==> src/rtl/ram_b_arbiter.sv <==
// ram_b_arbiter -- two-master sequencer in front of the 128 B data RAM.
//
// Master 0 is the core MEM stage, master 1 the debug/DMA loader. One request
// is latched, driven onto the RAM for a single ACCESS cycle, and the result
// (read data + fault flags) is returned registered in the following RESP cycle.
//
// Build option: define RAM_ARB_RR_EN for round-robin arbitration between the
// two masters; left undefined, master 0 wins every simultaneous request.
//
// Ports:
//   clk, rst                  clock, synchronous active-high reset
//   mN_req/we/addr/wdata/ubhw request from master N (held until mN_gnt)
//   mN_gnt                    1-cycle pulse in ACCESS, request latched
//   mN_rvalid                 1-cycle pulse in RESP, mN_rdata/mN_err valid
//   mN_rdata, mN_err          registered result {illegal, s_fault, l_fault}
//   busy                      sequencer not idle
//   ram_addr/din/ubhw/we/re   RAM drive, live only in ACCESS
//   ram_dout, ram_lf/sf/ia    RAM combinational read data and fault flags

module ram_b_arbiter #(
   parameter int ADDR_W = 32,
   parameter int DATA_W = 32
) (
   input  logic              clk,
   input  logic              rst,
   input  logic              m0_req,
   input  logic              m0_we,
   input  logic [ADDR_W-1:0] m0_addr,
   input  logic [DATA_W-1:0] m0_wdata,
   input  logic [2:0]        m0_ubhw,
   output logic              m0_gnt,
   output logic              m0_rvalid,
   output logic [DATA_W-1:0] m0_rdata,
   output logic [2:0]        m0_err,
   input  logic              m1_req,
   input  logic              m1_we,
   input  logic [ADDR_W-1:0] m1_addr,
   input  logic [DATA_W-1:0] m1_wdata,
   input  logic [2:0]        m1_ubhw,
   output logic              m1_gnt,
   output logic              m1_rvalid,
   output logic [DATA_W-1:0] m1_rdata,
   output logic [2:0]        m1_err,
   output logic              busy,
   output logic [ADDR_W-1:0] ram_addr,
   output logic [DATA_W-1:0] ram_din,
   output logic              ram_we,
   output logic              ram_re,
   output logic [2:0]        ram_ubhw,
   input  logic [DATA_W-1:0] ram_dout,
   input  logic              ram_lf,
   input  logic              ram_sf,
   input  logic              ram_ia
);

   typedef enum logic [1:0] {S_IDLE, S_ACCESS, S_RESP} state_t;

   state_t            state_q, state_d;
   logic              lat_we_q, lat_we_d;
   logic [ADDR_W-1:0] lat_addr_q, lat_addr_d;
   logic [DATA_W-1:0] lat_wdata_q, lat_wdata_d;
   logic [2:0]        lat_ubhw_q, lat_ubhw_d;
   logic              owner_q, owner_d;      // 0 = m0, 1 = m1
   logic [DATA_W-1:0] m0_rdata_q, m0_rdata_d, m1_rdata_q, m1_rdata_d;
   logic [2:0]        m0_err_q, m0_err_d, m1_err_q, m1_err_d;
`ifdef RAM_ARB_RR_EN
   logic              rr_q, rr_d;            // last owner
`endif

   logic any_req, win, in_acc, in_resp;

   assign any_req = m0_req | m1_req;

`ifdef RAM_ARB_RR_EN
   // On a tie the master that did not own the last grant wins.
   assign win = (m0_req & m1_req) ? ~rr_q : m1_req;
`else
   assign win = ~m0_req;
`endif

   always_comb begin
      state_d     = state_q;
      lat_we_d    = lat_we_q;
      lat_addr_d  = lat_addr_q;
      lat_wdata_d = lat_wdata_q;
      lat_ubhw_d  = lat_ubhw_q;
      owner_d     = owner_q;
      m0_rdata_d  = m0_rdata_q;
      m0_err_d    = m0_err_q;
      m1_rdata_d  = m1_rdata_q;
      m1_err_d    = m1_err_q;
`ifdef RAM_ARB_RR_EN
      rr_d        = rr_q;
`endif
      case (state_q)
         S_ACCESS: begin
            if (owner_q) begin
               m1_rdata_d = lat_we_q ? '0 : ram_dout;
               m1_err_d   = {ram_ia, ram_sf, ram_lf};
            end else begin
               m0_rdata_d = lat_we_q ? '0 : ram_dout;
               m0_err_d   = {ram_ia, ram_sf, ram_lf};
            end
            state_d = S_RESP;
         end
         default: begin
            // IDLE and RESP share the arbitration path; RESP falls back to
            // IDLE when nothing is pending.
            if (state_q == S_RESP) state_d = S_IDLE;
            if (any_req) begin
               state_d     = S_ACCESS;
               owner_d     = win;
               lat_we_d    = win ? m1_we    : m0_we;
               lat_addr_d  = win ? m1_addr  : m0_addr;
               lat_wdata_d = win ? m1_wdata : m0_wdata;
               lat_ubhw_d  = win ? m1_ubhw  : m0_ubhw;
`ifdef RAM_ARB_RR_EN
               rr_d        = win;
`endif
            end
         end
      endcase
   end

   always_ff @(posedge clk) begin
      if (rst) begin
         state_q     <= S_IDLE;
         lat_we_q    <= 1'b0;
         lat_addr_q  <= '0;
         lat_wdata_q <= '0;
         lat_ubhw_q  <= '0;
         owner_q     <= 1'b0;
         m0_rdata_q  <= '0;
         m0_err_q    <= '0;
         m1_rdata_q  <= '0;
         m1_err_q    <= '0;
`ifdef RAM_ARB_RR_EN
         rr_q        <= 1'b0;
`endif
      end else begin
         state_q     <= state_d;
         lat_we_q    <= lat_we_d;
         lat_addr_q  <= lat_addr_d;
         lat_wdata_q <= lat_wdata_d;
         lat_ubhw_q  <= lat_ubhw_d;
         owner_q     <= owner_d;
         m0_rdata_q  <= m0_rdata_d;
         m0_err_q    <= m0_err_d;
         m1_rdata_q  <= m1_rdata_d;
         m1_err_q    <= m1_err_d;
`ifdef RAM_ARB_RR_EN
         rr_q        <= rr_d;
`endif
      end
   end

   // Gating with ~rst keeps a store caught by reset from reaching the RAM's
   // negedge write, and suppresses pulses for a transaction being dropped.
   assign in_acc  = (state_q == S_ACCESS) & ~rst;
   assign in_resp = (state_q == S_RESP) & ~rst;

   assign m0_gnt    = in_acc & ~owner_q;
   assign m1_gnt    = in_acc & owner_q;
   assign m0_rvalid = in_resp & ~owner_q;
   assign m1_rvalid = in_resp & owner_q;
   assign m0_rdata  = m0_rdata_q;
   assign m1_rdata  = m1_rdata_q;
   assign m0_err    = m0_err_q;
   assign m1_err    = m1_err_q;
   assign busy      = (state_q != S_IDLE);

   assign ram_we   = in_acc & lat_we_q;
   assign ram_re   = in_acc & ~lat_we_q;
   assign ram_addr = in_acc ? lat_addr_q  : '0;
   assign ram_din  = in_acc ? lat_wdata_q : '0;
   assign ram_ubhw = in_acc ? lat_ubhw_q  : '0;

endmodule

==> config.mk <==
export PLATFORM = sky130hd
export DESIGN_NAME = ram_b_arbiter
export DESIGN_NICKNAME = d
export VERILOG_FILES = /design/src/rtl/ram_b_arbiter.sv
export SDC_FILE = /design/constraint.sdc
export NUM_CORES = 1
export LEC_CHECK = 0
export CAP_MARGIN = 20
export CORE_MARGIN = 1.5
export CORE_UTILIZATION = 43
export DETAILED_ROUTE_END_ITERATION = 16
export GPL_TIMING_DRIVEN = 0
export HOLD_SLACK_MARGIN = 0.05
export PLACE_DENSITY = 0.81
export SLEW_MARGIN = 5
export SYNTH_ARGS = -nofsm -noshare
export SYNTH_HDL_FRONTEND = slang
export SYNTH_SLANG_ARGS = --single-unit
==> constraint.sdc <==
create_clock -name clk -period 3.15 [get_ports clk]
set_clock_uncertainty 0.1 [all_clocks]
set_input_delay 0.63 -clock clk [delete_from_list [all_inputs] [get_ports clk]]
set_output_delay 0.63 -clock clk [all_outputs]
set_load 0.02 [all_outputs]
==> impl_metrics.tcl <==
set metrics [dict create \
    critPathCaptureType "primary output" \
    grt_pass1_wl_um 35100 \
    r2r-start "state_q[1]" \
    tritoncts "built" \
    reg2reg_to "lat_wdata_q[16]" \
    synthAdderAreaFrac_pct 0 \
    reg2reg_slack_ps 1200 \
    max-slew-margin-rel_pct 52.6 \
    die-area_mm2 0.0157 \
    synthMuxAreaShare_pct 10.6 \
    clock-sinks 141 \
    p_total_mw 5.13 \
    design.core.area_mm2 0.0145 \
    diodes 0 \
    cellLeakagePower_nw 4.44 \
    final_nets 1261 \
    synth-seq-cells 141 \
    clkTransAtPathRegs_ps 60 \
    endpoint "m1_gnt" \
    synth_edf_count 0 \
    min_from "m0_rdata[28]" \
    worst_pin_slew_ps 711 \
    crit_required_ps 2420 \
    ys_seq_area_share_pct 44.0 \
    crit_chain "clkdlybuf4s50_1 -> buf_2 -> clkbuf_4 -> nor2_1 -> clkdlybuf4s50_1" \
    fin_hold_ws_ps 351 \
    hold_class "reg2reg" \
    first_global_vias 6620 \
    arrival_ps 2350 \
    gp_congestion 0.845 \
    ys_types 27 \
    clockBufferDepth 2 \
    utilization_pct 71.5 \
    final_min_period_over_clock_period_pct 97.9 \
    dieHeight_um 125 \
    synth-compound-area-share_pct 20.6 \
    slew_viol_final 0 \
    post-dp-hpwl_um 17200 \
    dieWidth_um 125 \
    drt_iter0_markers 376 \
    syn_nets 925 \
    finalSetupViolations 0 \
    dr.pass1.iters 6 \
    fin_crit_ps 3080 \
    cts_buffers 17 \
    max_freq_ghz 0.324 \
    cts_hold_buf 0 \
    synthXorXnorAreaFrac_pct 0 \
    critPathLaunchType "input pin" \
    crit_fanout 10 \
    dr_total_vias 6621 \
    wirelength_um 22700 \
    drive_above_1_share_pct 9.37 \
    grt_setup_unrepaired "false" \
    start_util_pct 44.2 \
    tns_ps 0 \
    synthSimpleGateAreaFrac_pct 19.7 \
    grt_max_degree 17 \
    layout_common_cells "245 x clkdlybuf4s50_1, 141 x nand2_1, 141 x dfxtp_1" \
    final_common_cell "clkdlybuf4s50_1" \
    yosys_most_used_dff "dfxtp_1" \
    drc 0 \
    io_pins 319 \
    cpPeakStageDelay_ps 570 \
    wl_per_cell_um 17.7 \
    synth_top_family_by_area "compound AO/OA/AOI/OAI gates" \
    syn_inst 750 \
    antenna_left 0 \
    postSynth.asyncResetShare_pct 0 \
    status "finished, final reports clean" \
    cap_violations 0 \
    insertion_delay_ps 420 \
    detail_route.vias_per_cell 5.16 \
    clockRootBuffer "clkbuf_16" \
    syn_avg_cell_area_um2 8.56 \
    port_buffers 317 \
    ys_warn_count 0 \
    reg2regPathDepth 6 \
    dp_slack_ps -489 \
    cpMaxStageDelayCell "clkdlybuf4s50_1" \
    hold_viol_final 0 \
    cts_htree_levels 4 \
    netlist_area_mm2 0.00642 \
    rows 44 \
    critical_path_class "in2out" \
    critPathMostFrequentCell "clkdlybuf4s50_1" \
    syn_to_final_growth_pct 62.0 \
    grt.overflow.total 0 \
    grt_use_total_pct 28.6 \
    timing.final.ws_setup_ps 67.1 \
    ir_drop_mv 0.420 \
    antenna_found_initial 1 \
    setup.worst_path.start "rst" \
    p_per_area_mw_per_mm2 493 \
]
## final cells by class
class | count | area [um2]
multi-input combinational | 533 | 3270
timing repair buffer | 318 | 3100
inverter | 1 | 3.75
sequential | 141 | 2820
clock buffer | 23 | 498
tap | 184 | 230
fill | 1236 | 4140
clock inverter | 9 | 133
buffer | 74 | 344
## critical path, delay by kind of cell
family | cells | cell delay [ps]
buffers and inverters | 4 | 1640
and+or+nand+nor | 1 | 70
## logic make-up (layout without fill, tap and decap cells)
group,count (synthesis),after routing
AO/OA/AOI/OAI,209,209
buffers and inverters,76,425
flip-flops,141,141
multiplexers,68,68
AND/OR/NAND/NOR,256,256
## metrics by stage
| step | area [um2] | instances |
|---|---|---|
| floorplan | 6420 | 750 |
| global placement | 9820 | 1251 |
| detailed placement | 9820 | 1251 |
| CTS | 10400 | 1284 |
| global route | 10400 | 1283 |
| finish | 10400 | 1283 |
## registers in the layout (all words and copies together), names as in the netlist
name	count
lat_addr_q	32
lat_ubhw_q	3
lat_wdata_q	32
lat_we_q	1
m0_err	3
m0_rdata	32
m1_err	3
m1_rdata	32
owner_q	1
state_q	2
## worst min path at each step
stage / to / slack [ps] / cells after the start
floorplan: lat_addr_q[0] / 390 / 2
global placement: m1_rdata[27] / 340 / 2
global route: m1_rdata[6] / 370 / 2
detailed placement: m1_rdata[2] / 350 / 2
finish: m0_rdata[28] / 350 / 2
CTS: m1_rdata[24] / 350 / 2
## Yosys cell counts (2+ instances only)
cell      instances  area (um2)
nand2_1         141         529
mux2i_1          68         681
and2_1           69         432
buf_1             4        15.0
nor2b_1          32         200
clkbuf_1         54         203
buf_6             3        33.8
buf_2            14        70.1
a21oi_1         139         696
a211oi_2         20         250
dfxtp_1         141        2820
a211oi_1         49         368
nor2_1            2        7.51
## power breakdown
group	internal, mW	switching (mW)	total, mW
Sequential	1.92	0.0656	1.99
Clock	1.35	0.770	2.12
Combinational	0.498	0.525	1.02
## layer usage
metal / global-route usage, % / up-vias / wire (um)
met5: 0 / - / 13
met4: 13.2 / 2 / 892
met3: 8.26 / 57 / 1410
met2: 48.3 / 244 / 11000
met1: 33.6 / 3084 / 9360
li1: - / 3234 / -
## repair_timing
item	4_1_cts	5_1_grt
endpoints found under the setup margin	73	39
pin swaps	1	0
setup buffers	1	0
resized for setup	76	55
endpoints found under the hold margin	0	0
(Power assumes the default switching activity.)
